File: src/rtl/code_entry_if.sv
// code_entry_if: keypad-side inputs and access-control-side outputs of code_entry.
// master drives the keypad signals, slave is the code_entry block.
interface code_entry_if;
  localparam int unsigned DIGIT_W = 4;
  localparam int unsigned CODE_W  = 16;
  localparam int unsigned COUNT_W = 3;

  logic [DIGIT_W-1:0] digit_in;
  logic               digit_btn;
  logic               clear_btn;
  logic [CODE_W-1:0]  data_out;
  logic               data_load;
  logic [COUNT_W-1:0] digit_count;
  logic               busy;

  modport master (
    output digit_in, digit_btn, clear_btn,
    input  data_out, data_load, digit_count, busy
  );

  modport slave (
    input  digit_in, digit_btn, clear_btn,
    output data_out, data_load, digit_count, busy
  );
endinterface

File: src/rtl/code_entry.sv
// code_entry: assembles four keypad digits into a 16-bit code and strobes it out.
// Define CODE_ENTRY_DEBOUNCE_EN to insert a per-button debounce filter after the synchronisers.
module code_entry #(
  parameter int unsigned DEBOUNCE_CYCLES = 4,
  parameter int unsigned TIMEOUT_CYCLES  = 1000,
  parameter int unsigned LOAD_CYCLES     = 2
) (
  input logic         clk,
  input logic         rst,
  code_entry_if.slave bus
);

  localparam int unsigned DIGIT_W   = 4;
  localparam int unsigned CODE_W    = 16;
  localparam int unsigned SHIFT_W   = CODE_W - DIGIT_W;
  localparam int unsigned COUNT_W   = 3;
  localparam int unsigned TMO_W     = 20;
  localparam int unsigned LOAD_W    = 4;
  localparam int unsigned NUM_BTN   = 2;
  localparam int unsigned BTN_DIGIT = 0;
  localparam int unsigned BTN_CLEAR = 1;

  localparam logic [TMO_W-1:0]  TMO_LAST  = TMO_W'(TIMEOUT_CYCLES - 1);
  localparam logic [LOAD_W-1:0] LOAD_LAST = LOAD_W'(LOAD_CYCLES - 1);

  typedef enum logic [1:0] {IDLE, COLLECT, LOAD} state_t;

  logic [DIGIT_W-1:0] dig_s1, dig_s2;
  logic [NUM_BTN-1:0] btn_s1, btn_s2, btn_filt, btn_prev, btn_armed;
  logic [NUM_BTN-1:0] btn_stb_c;
  logic [1:0]         warm;

  // Synchronisers, edge detector, and arming so a button held through reset needs a fresh press.
  always_ff @(posedge clk or negedge rst) begin
    if (!rst) begin
      dig_s1    <= '0;
      dig_s2    <= '0;
      btn_s1    <= '0;
      btn_s2    <= '0;
      btn_prev  <= '0;
      btn_armed <= '0;
      warm      <= '0;
    end else begin
      dig_s1    <= bus.digit_in;
      dig_s2    <= dig_s1;
      btn_s1    <= {bus.clear_btn, bus.digit_btn};
      btn_s2    <= btn_s1;
      btn_prev  <= btn_filt;
      warm      <= {warm[0], 1'b1};
      btn_armed <= btn_armed | ({NUM_BTN{warm[1]}} & ~btn_s2);
    end
  end

  assign btn_stb_c = btn_filt & ~btn_prev & btn_armed;

`ifdef CODE_ENTRY_DEBOUNCE_EN
  localparam logic [7:0] DB_LAST = 8'(DEBOUNCE_CYCLES - 1);

  logic [7:0] db_cnt [NUM_BTN];

  // Filtered level follows the raw level only after DEBOUNCE_CYCLES consecutive disagreeing samples.
  always_ff @(posedge clk or negedge rst) begin
    if (!rst) begin
      btn_filt <= '0;
      for (int unsigned i = 0; i < NUM_BTN; i++) db_cnt[i] <= '0;
    end else begin
      for (int unsigned i = 0; i < NUM_BTN; i++) begin
        if (btn_s2[i] == btn_filt[i]) begin
          db_cnt[i] <= '0;
        end else if (db_cnt[i] == DB_LAST) begin
          btn_filt[i] <= btn_s2[i];
          db_cnt[i]   <= '0;
        end else begin
          db_cnt[i] <= db_cnt[i] + 8'd1;
        end
      end
    end
  end
`else
  logic unused_debounce_cycles;
  assign unused_debounce_cycles = |8'(DEBOUNCE_CYCLES);
  assign btn_filt = btn_s2;
`endif

  logic               digit_stb_c, clear_stb_c;
  state_t             state;
  logic [SHIFT_W-1:0] shift_reg;
  logic [COUNT_W-1:0] count;
  logic [TMO_W-1:0]   tmo_cnt;
  logic [LOAD_W-1:0]  load_cnt;
  logic [CODE_W-1:0]  data_out_q;
  logic               data_load_q;
  logic               busy_q;

  assign digit_stb_c = btn_stb_c[BTN_DIGIT];
  assign clear_stb_c = btn_stb_c[BTN_CLEAR];

  // Entry FSM; shift_reg holds the first three digits, the fourth goes straight into data_out.
  always_ff @(posedge clk or negedge rst) begin
    if (!rst) begin
      state       <= IDLE;
      shift_reg   <= '0;
      count       <= '0;
      tmo_cnt     <= '0;
      load_cnt    <= '0;
      data_out_q  <= '0;
      data_load_q <= 1'b0;
      busy_q      <= 1'b0;
    end else begin
      case (state)
        IDLE: begin
          if (digit_stb_c) begin
            shift_reg <= {shift_reg[SHIFT_W-DIGIT_W-1:0], dig_s2};
            count     <= COUNT_W'(1);
            tmo_cnt   <= '0;
            busy_q    <= 1'b1;
            state     <= COLLECT;
          end
        end
        COLLECT: begin
          if (clear_stb_c) begin
            shift_reg <= '0;
            count     <= '0;
            busy_q    <= 1'b0;
            state     <= IDLE;
          end else if (digit_stb_c) begin
            shift_reg <= {shift_reg[SHIFT_W-DIGIT_W-1:0], dig_s2};
            tmo_cnt   <= '0;
            if (count == COUNT_W'(3)) begin
              data_out_q  <= {shift_reg, dig_s2};
              data_load_q <= 1'b1;
              count       <= COUNT_W'(4);
              load_cnt    <= LOAD_LAST;
              state       <= LOAD;
            end else begin
              count <= count + COUNT_W'(1);
            end
          end else if (tmo_cnt == TMO_LAST) begin
            shift_reg <= '0;
            count     <= '0;
            busy_q    <= 1'b0;
            state     <= IDLE;
          end else if (tmo_cnt != '1) begin
            tmo_cnt <= tmo_cnt + TMO_W'(1);
          end
        end
        LOAD: begin
          if (load_cnt == '0) begin
            data_load_q <= 1'b0;
            count       <= '0;
            shift_reg   <= '0;
            busy_q      <= 1'b0;
            state       <= IDLE;
          end else begin
            load_cnt <= load_cnt - LOAD_W'(1);
          end
        end
        default: begin
          shift_reg   <= '0;
          count       <= '0;
          data_load_q <= 1'b0;
          busy_q      <= 1'b0;
          state       <= IDLE;
        end
      endcase
    end
  end

  assign bus.data_out    = data_out_q;
  assign bus.data_load   = data_load_q;
  assign bus.digit_count = count;
  assign bus.busy        = busy_q;

endmodule

File: src/flat_wrapper.sv
// flat-port wrapper written by rule: the top's interface ports become plain ports
module code_entry_flat 
#(
  parameter int unsigned DEBOUNCE_CYCLES = 4,
  parameter int unsigned TIMEOUT_CYCLES  = 1000,
  parameter int unsigned LOAD_CYCLES     = 2
)
  (clk, rst, bus_digit_in, bus_digit_btn, bus_clear_btn, bus_data_out, bus_data_load, bus_digit_count, bus_busy);
  code_entry_if bus_i ();
  input logic clk;
  input logic rst;
  input wire logic [$bits(bus_i.digit_in)-1:0] bus_digit_in;
  input wire logic [$bits(bus_i.digit_btn)-1:0] bus_digit_btn;
  input wire logic [$bits(bus_i.clear_btn)-1:0] bus_clear_btn;
  output wire logic [$bits(bus_i.data_out)-1:0] bus_data_out;
  output wire logic [$bits(bus_i.data_load)-1:0] bus_data_load;
  output wire logic [$bits(bus_i.digit_count)-1:0] bus_digit_count;
  output wire logic [$bits(bus_i.busy)-1:0] bus_busy;
  assign bus_i.digit_in = bus_digit_in;
  assign bus_i.digit_btn = bus_digit_btn;
  assign bus_i.clear_btn = bus_clear_btn;
  assign bus_data_out = bus_i.data_out;
  assign bus_data_load = bus_i.data_load;
  assign bus_digit_count = bus_i.digit_count;
  assign bus_busy = bus_i.busy;
  code_entry #(.DEBOUNCE_CYCLES(DEBOUNCE_CYCLES), .TIMEOUT_CYCLES(TIMEOUT_CYCLES), .LOAD_CYCLES(LOAD_CYCLES)) u_core (.clk(clk), .rst(rst), .bus(bus_i));
endmodule
File: config.mk
export PLATFORM = sky130hd
export DESIGN_NAME = code_entry_flat
export DESIGN_NICKNAME = d
export VERILOG_FILES = /design/src/rtl/code_entry_if.sv /design/src/rtl/code_entry.sv /design/src/flat_wrapper.sv
export SDC_FILE = /design/constraint.sdc
export NUM_CORES = 1
export LEC_CHECK = 0
export CORE_ASPECT_RATIO = 1.1
export CORE_UTILIZATION = 51
export DETAILED_ROUTE_END_ITERATION = 6
export PLACE_DENSITY = 0.75
export SLEW_MARGIN = 20
export SYNTH_ARGS = -nofsm -noshare
export SYNTH_HDL_FRONTEND = slang
export SYNTH_SLANG_ARGS = --single-unit
File: constraint.sdc
create_clock -name clk -period 1.88 [get_ports clk]
set_input_delay 0.376 -clock clk [delete_from_list [all_inputs] [get_ports clk]]
set_output_delay 0.376 -clock clk [all_outputs]
set_load 0.02 [all_outputs]
==> results.py, run 1 <==
metrics = {
    "global_routing": {
        "grt_pass1_wl_mm": 12.39,
        "grt_pass1_vias": 2571,
        "grt_max_degree": 36,
        "grt.total_usage_pct": 24.26,
        "antenna_found_initial": 0,
        "grt.overflow.total": 0,
    },
    "synthesis": {
        "synth_most_common_cell": "dfrtp_1",
        "yosysSeqAreaShare_pct": 57.48,
        "synth_area_sq_um": 3352,
        "synth_area_leaders": "dfrtp_1 (57%), mux2_2 (5.4%), a22o_1 (3.9%)",
        "synth-seq-cells": 77,
        "synth-main-ff-cell": "dfrtp_1",
        "yosysTopAreaCellShare_pct": 57.48,
        "synthesis.nets": 302,
        "syn_inst": 290,
        "synthArstFlopShare_pct": 100.0,
        "yosysUniqueCellTypes": 51,
        "synth-warning-count": 0,
        "synth_top_cell_by_area": "dfrtp_1",
        "synth_edf_count": 0,
        "synth_top_cells_by_count": "dfrtp_1 (77), nor2_1 (17), mux2_2 (16), o21ai_0 (16)",
        "syn_avg_cell_area_sq_um": 11.56,
    },
    "critical_path": {
        "reg2reg_from": "u_core.tmo_cnt[15]",
        "cpMaxStageDelayCell": "dfrtp_2",
        "critPathRequiredTime_ns": 2.16,
        "path_cells": "nor4_1 > and3_1 > nand4_4 > buf_4 > a211oi_2 > o21ai_0 > o31ai_1",
        "cp_data_arrival_time_ns": 2.31,
        "cp-start-kind": "flip-flop",
        "critPathBufInv": 1,
        "path_class": "reg -> reg",
        "cp_max_fo": 6,
        "end_kind": "flip-flop",
        "cpPeakStageDelay_ns": 0.47,
        "crit_start": "u_core.tmo_cnt[15]",
        "cpLargestDelayFamily": "simple AND/OR/NAND/NOR gates",
    },
    "place": {
        "io_buffers": 28,
        "placed_cell_area_sq_um": 4051,
        "gp_congestion": 0.8963,
        "hpwl_mm": 5.206,
    },
    "power": {
        "irDropWorstVdd_mv": 0.6706,
        "p_leak_uw": 0.002112,
        "cellPowerDensity_nw_per_um2": 950.9,
    },
    "detailed_routing": {
        "dr.pass1.iters": 4,
        "drc": 0,
        "wl_mm": 8.387,
        "routed_via_density": 5.872,
        "ant_nets": 0,
        "drtIter0Drc": 145,
        "wl_per_cell_um": 17.96,
        "vias": 2742,
    },
    "layout": {
        "diodes": 0,
        "drive_gt1_share_pct": 37.21,
        "final_area_sq_um": 4659,
        "finalNetCount": 394,
        "largest_register_ff_count": 20,
        "fillerInstances": 411,
        "synthToLayoutAreaGrowth_pct": 39.01,
        "fin_util_pct": 74.33,
        "layout.area.seq_sq_um": 1932,
        "multi_input_area_sq_um": 1568,
    },
    "timing": {
        "slew_viol_final": 0,
        "grt_setup_unrepaired": "yes",
        "min_period_ns": 2.036,
        "clock_skew_ns": 0.007672,
        "hold_viol": 0,
        "setup_viol": 35,
        "fin_crit_sh_pct": 108.3,
        "layout_setup_ws_ns": -0.1561,
        "fmax_ghz": 0.4911,
    },
    "die": {
        "die_area_sq_um": 6901,
        "core_area_sq_um": 6269,
        "die_x_um": 79.30,
        "initial_utilization_pct": 53.47,
        "ioPinCount": 29,
        "die_h_um": 87.03,
        "rows": 30,
    },
    "clock_tree": {
        "cts_tree": "built",
        "htree_levels": 3,
        "cts.sinks": 77,
        "cts_buffers": 9,
        "cts.clk_slew.worst_paths_ns": 0.09,
        "clockBufferDepth": 2,
        "cts_root_buffer": "clkbuf_8",
        "insertion_delay_ns": 0.37,
    },
    "worst_hold_path": {
        "hold_class": "reg -> reg",
        "min_from": "u_core.dig_s1[2]",
    },
    "outcome": {
        "status": "finished, violations left",
        "violations": "negative setup slack",
    },
    "run": {
        "cap_violations": 0,
    },
}
-- stage by stage --
stage | TNS [ns] | total power [uW] | std cells | setup WS [ns] | hold slack, ns
global placement | -0.1112 | 2882 | 434 | -0.03796 | 0.2597
floorplan | 0 | 2499 | 290 | 0.02990 | 0.08041
global route | -4.962 | 4626 | 467 | -0.2304 | 0.3630
detailed placement | -0.3399 | 2923 | 434 | -0.05619 | 0.2605
CTS | 0 | 4319 | 458 | 0.004783 | 0.3578
finish | -2.880 | 4431 | 467 | -0.1561 | 0.3567
-- area by class of cell --
cell class	instances	area share, %
repair buffers	91	17.29
clock buffers	9	2.658
well taps	80	2.148
inverters	10	0.8056
multi-input cells	193	33.65
clock inverters	7	1.987
flip-flops and latches	77	41.46
-- worst reg2reg max path, stage by stage (launching register included) --
cell and delay [ns]:
dfrtp_2 0.47, nor4_1 0.34, and3_1 0.28, nand4_4 0.19, buf_4 0.23, a211oi_2 0.22
o21ai_0 0.13, o31ai_1 0.09
-- kinds of logic after synthesis --
logic type               synth area share, %
AND/OR/NAND/NOR                        16.09
flip-flops                             57.48
AO/OA/AOI/OAI                          15.64
buffers and inverters                  2.949
multiplexers                           5.972
adder cells (fa/ha/maj)                1.493
other                                 0.1119
XOR/XNOR                              0.2613
-- cell usage in the layout, fill, tap and decap left out, types with 4 or more instances in the layout --
| cell type | Yosys | routed |
|---|---|---|
| nor2_1 | 17 | 16 |
| buf_6 | 3 | 4 |
| a31oi_1 | 4 | 4 |
| mux2_2 | 16 | 16 |
| inv_1 | 10 | 10 |
| o21ai_0 | 16 | 9 |
| clkbuf_8 | 0 | 9 |
| o21ai_2 | 1 | 6 |
| dfrtp_2 | 0 | 4 |
| o31ai_2 | 0 | 5 |
| nor3_1 | 7 | 5 |
| o31ai_1 | 10 | 5 |
| nand4_1 | 8 | 8 |
| clkdlybuf4s50_1 | 0 | 27 |
| a21oi_1 | 6 | 5 |
| nand2_1 | 15 | 14 |
| and3_1 | 5 | 5 |
| nand2b_1 | 5 | 4 |
| dfrtp_1 | 77 | 73 |
| a22o_1 | 15 | 15 |
| o21ai_1 | 9 | 8 |
| buf_4 | 0 | 56 |
| nand3_1 | 11 | 10 |
-- power by group --
| group | internal (uW) | switching [uW] | total [uW] |
|---|---|---|---|
| Clock | 647 | 716 | 1360 |
| Sequential | 1830 | 154 | 1990 |
| Combinational | 491 | 590 | 1080 |
-- path summary, 6_finish.rpt --
| path | endpoint | slack [ns] | depth (start not counted) |
|---|---|---|---|
| setup / recovery | u_core.tmo_cnt[7] | -0.16 | 7 |
| min in group asynchronous | u_core.tmo_cnt[8] | 0.41 | 2 |
| max in group asynchronous | u_core.tmo_cnt[6] | 0.84 | 3 |
| hold / removal | u_core.dig_s2[2] | 0.36 | 0 |
| setup reg to reg | u_core.tmo_cnt[7] | -0.16 | 7 |
| hold reg to reg | u_core.dig_s2[2] | 0.36 | 0 |
-- routing by layer --
metal / GRT usage, % / share of wire [%] / vias to the layer above
li1: - / - / 1259
met1: 29.42 / 41 / 1356
met2: 39.11 / 50 / 98
met3: 5.864 / 5.1 / 29
met4: 14.88 / 3.9 / 0
met5: 0 / 0 / -
-- repair_timing --
action	in CTS	in global routing
hold buffers	1	0
setup endpoints to repair	20	36
pin swaps	5	19
buffers inserted	7	9
gates resized for setup	11	49
hold endpoints to repair	15	0
Note: power is estimated with default switching activity, not from simulation.
==> run 2, diff against run 1 <==
- CORE_UTILIZATION: 51 -> 54
- CTS_BUF_LIST: not set -> sky130_fd_sc_hd__clkbuf_2
- PLACE_DENSITY: 0.75 -> 0.78
==> run 2 against run 1 <==
Against the previous run:
- the run now ends clean
- combinational power is 12% lower
- hold slack got worse by 0.18 ns
- fmax is 10% higher
- power is 12% lower
- die area fell by 5.4%
- clock power decreased by 28%
- non-clock buffer count fell by 9
- clock skew rose by 0.015 ns
- cell count decreased by 2.6%
- critical path depth stayed put
- critical path type unchanged
- largest cell class unchanged
==> results.py, run 2 (synthesized netlist as in run 1, its figures left out) <==
metrics = {
    "outcome": {
        "status": "complete, no violations",
    },
    "clock_tree": {
        "cts_buffers": 9,
        "cts_root_buffer": "clkbuf_2",
        "htree_levels": 3,
        "cts.clk_slew.worst_paths_ns": 0.24,
        "insertion_delay_ns": 0.54,
        "cts.sinks": 77,
        "clockBufferDepth": 2,
        "cts_tree": "built",
    },
    "timing": {
        "min_period_ns": 1.847,
        "clock_skew_ns": 0.02273,
        "grt_setup_unrepaired": "yes",
        "slew_viol_final": 0,
        "fin_crit_sh_pct": 98.25,
        "setup_viol": 0,
        "fmax_ghz": 0.5414,
        "hold_viol": 0,
    },
    "layout": {
        "diodes": 0,
        "mostFrequentLayoutCells": "dfrtp_1 (74), buf_4 (48), dlygate4sd2_1 (21), nor2_1 (16), mux2_2 (16)",
        "instances_no_fill": 455,
        "synthToLayoutAreaGrowth_pct": 30.01,
        "layout.area.seq_sq_um": 1931,
        "finalNetCount": 385,
        "drive_gt1_share_pct": 31.75,
        "largest_register_ff_count": 20,
        "fillerInstances": 424,
        "fin_util_pct": 74.14,
        "final_common_cell": "dfrtp_1",
        "multi_input_area_sq_um": 1460,
    },
    "place": {
        "io_buffers": 28,
        "hpwl_mm": 5.242,
        "gp_congestion": 0.8809,
        "dp.cells": 430,
    },
    "detailed_routing": {
        "ant_nets": 0,
        "routed_via_density": 5.815,
        "drc": 0,
        "drtIter0Drc": 193,
        "dr.pass1.iters": 5,
        "wl_mm": 7.553,
        "wl_per_cell_um": 16.60,
        "vias": 2646,
    },
    "global_routing": {
        "grt.total_usage_pct": 24.68,
        "grt.overflow.total": 0,
        "grt_max_degree": 39,
        "antenna_found_initial": 0,
        "grt_pass1_wl_mm": 12.45,
        "grt_pass1_vias": 2580,
    },
    "critical_path": {
        "r2r_end": "u_core.tmo_cnt[14]",
        "cp_data_arrival_time_ns": 2.31,
        "rrSetupSlack_ns": 0.03,
        "critPathRequiredTime_ns": 2.34,
        "end_kind": "flip-flop",
        "reg2reg_from": "u_core.tmo_cnt[0]",
        "cp-start-kind": "flip-flop",
        "path_class": "reg -> reg",
        "r2r_cells": 7,
        "cp_max_fo": 6,
    },
    "die": {
        "die_h_um": 84.63,
        "rows": 29,
        "ioPinCount": 29,
        "die_area_sq_um": 6527,
        "initial_utilization_pct": 57.02,
        "die_x_um": 77.12,
        "core_area_sq_um": 5878,
    },
    "worst_hold_path": {
        "hold_class": "in -> async",
    },
    "run": {
        "cap_violations": 0,
    },
    "power": {
        "cellPowerDensity_nw_per_um2": 898.7,
        "p_leak_uw": 0.002101,
        "irDropWorstVdd_mv": 0.7235,
    },
}
[run 2: cell types whose count changed in the layout (fill, tap and decap cells not counted), moves of 4 or more]
cell,previous run,this run
clkdlybuf4s50_1,27,6
dlygate4sd2_1,0,21
clkbuf_2,0,9
clkbuf_8,9,0
buf_4,56,48
o31ai_1,5,9
o31ai_2,5,1
[run 2: critical path, stage by stage (launching register included)]
cell,delay [ns]
dfrtp_1,0.47
ha_4,0.19
and3_1,0.19
nand4_4,0.13
buf_4,0.16
nand3_2,0.15
buf_12,0.20
o41ai_1,0.28
[run 2: area by class of cell]
cell class	instances	share of cell area [%]
clock buffers	9	1.034
clock inverters	7	1.837
inverters	10	0.8613
multi-input cells	193	33.51
flip-flops and latches	77	44.30
well taps	77	2.211
repair buffers	82	16.25
[run 2: where the power goes]
part           internal, uW  switching (uW)  leakage [uW]  total (uW)
logic                   412             541       0.00102         953
clock network           332             642     0.0000805         975
registers              1830             154       0.00101        1990
total                  2580            1340       0.00210        3920
[run 2: what timing repair did]
item	in CTS	in global routing
hold endpoints to repair	77	0
setup buffers	3	5
resized for setup	30	27
hold buffers	1	0
pin swaps	0	8
setup endpoints to repair	42	36
[run 2: how the worst max path moves through the flow]
stage,from,end,slack [ns],depth (start not counted)
detailed placement,u_core.tmo_cnt[14],u_core.tmo_cnt[2],-0.09,7
floorplan,u_core.tmo_cnt[9],u_core.tmo_cnt[14],0.03,8
finish,u_core.tmo_cnt[0],u_core.tmo_cnt[14],0.03,7
CTS,u_core.tmo_cnt[14],u_core.tmo_cnt[18],-0.001,5
global route,u_core.state[1],u_core.tmo_cnt[18],-0.11,6
global placement,u_core.tmo_cnt[9],u_core.tmo_cnt[13],-0.03,7
[run 2: metrics by stage]
stage / hold WS (ns) / total power, uW / worst slack [ns] / instance area (sq um) / setup TNS, ns
floorplan: 0.08041 / 2499 / 0.02990 / 3352 / 0
global placement: 0.2495 / 2880 / -0.02899 / 4040 / -0.08326
detailed placement: 0.2474 / 2919 / -0.09155 / 4040 / -0.3563
CTS: 0.1707 / 3872 / -0.001152 / 4225 / -0.001152
global route: 0.1737 / 4117 / -0.1072 / 4358 / -1.417
finish: 0.1809 / 3916 / 0.03281 / 4358 / 0
[run 2: routing by layer]
layer	vias up	wire [um]	track usage, %
met4	0	176	10.12
met3	17	268	5.435
met1	1322	3350	32.36
met2	59	3757	39.82
met5	-	0	0
li1	1248	-	-
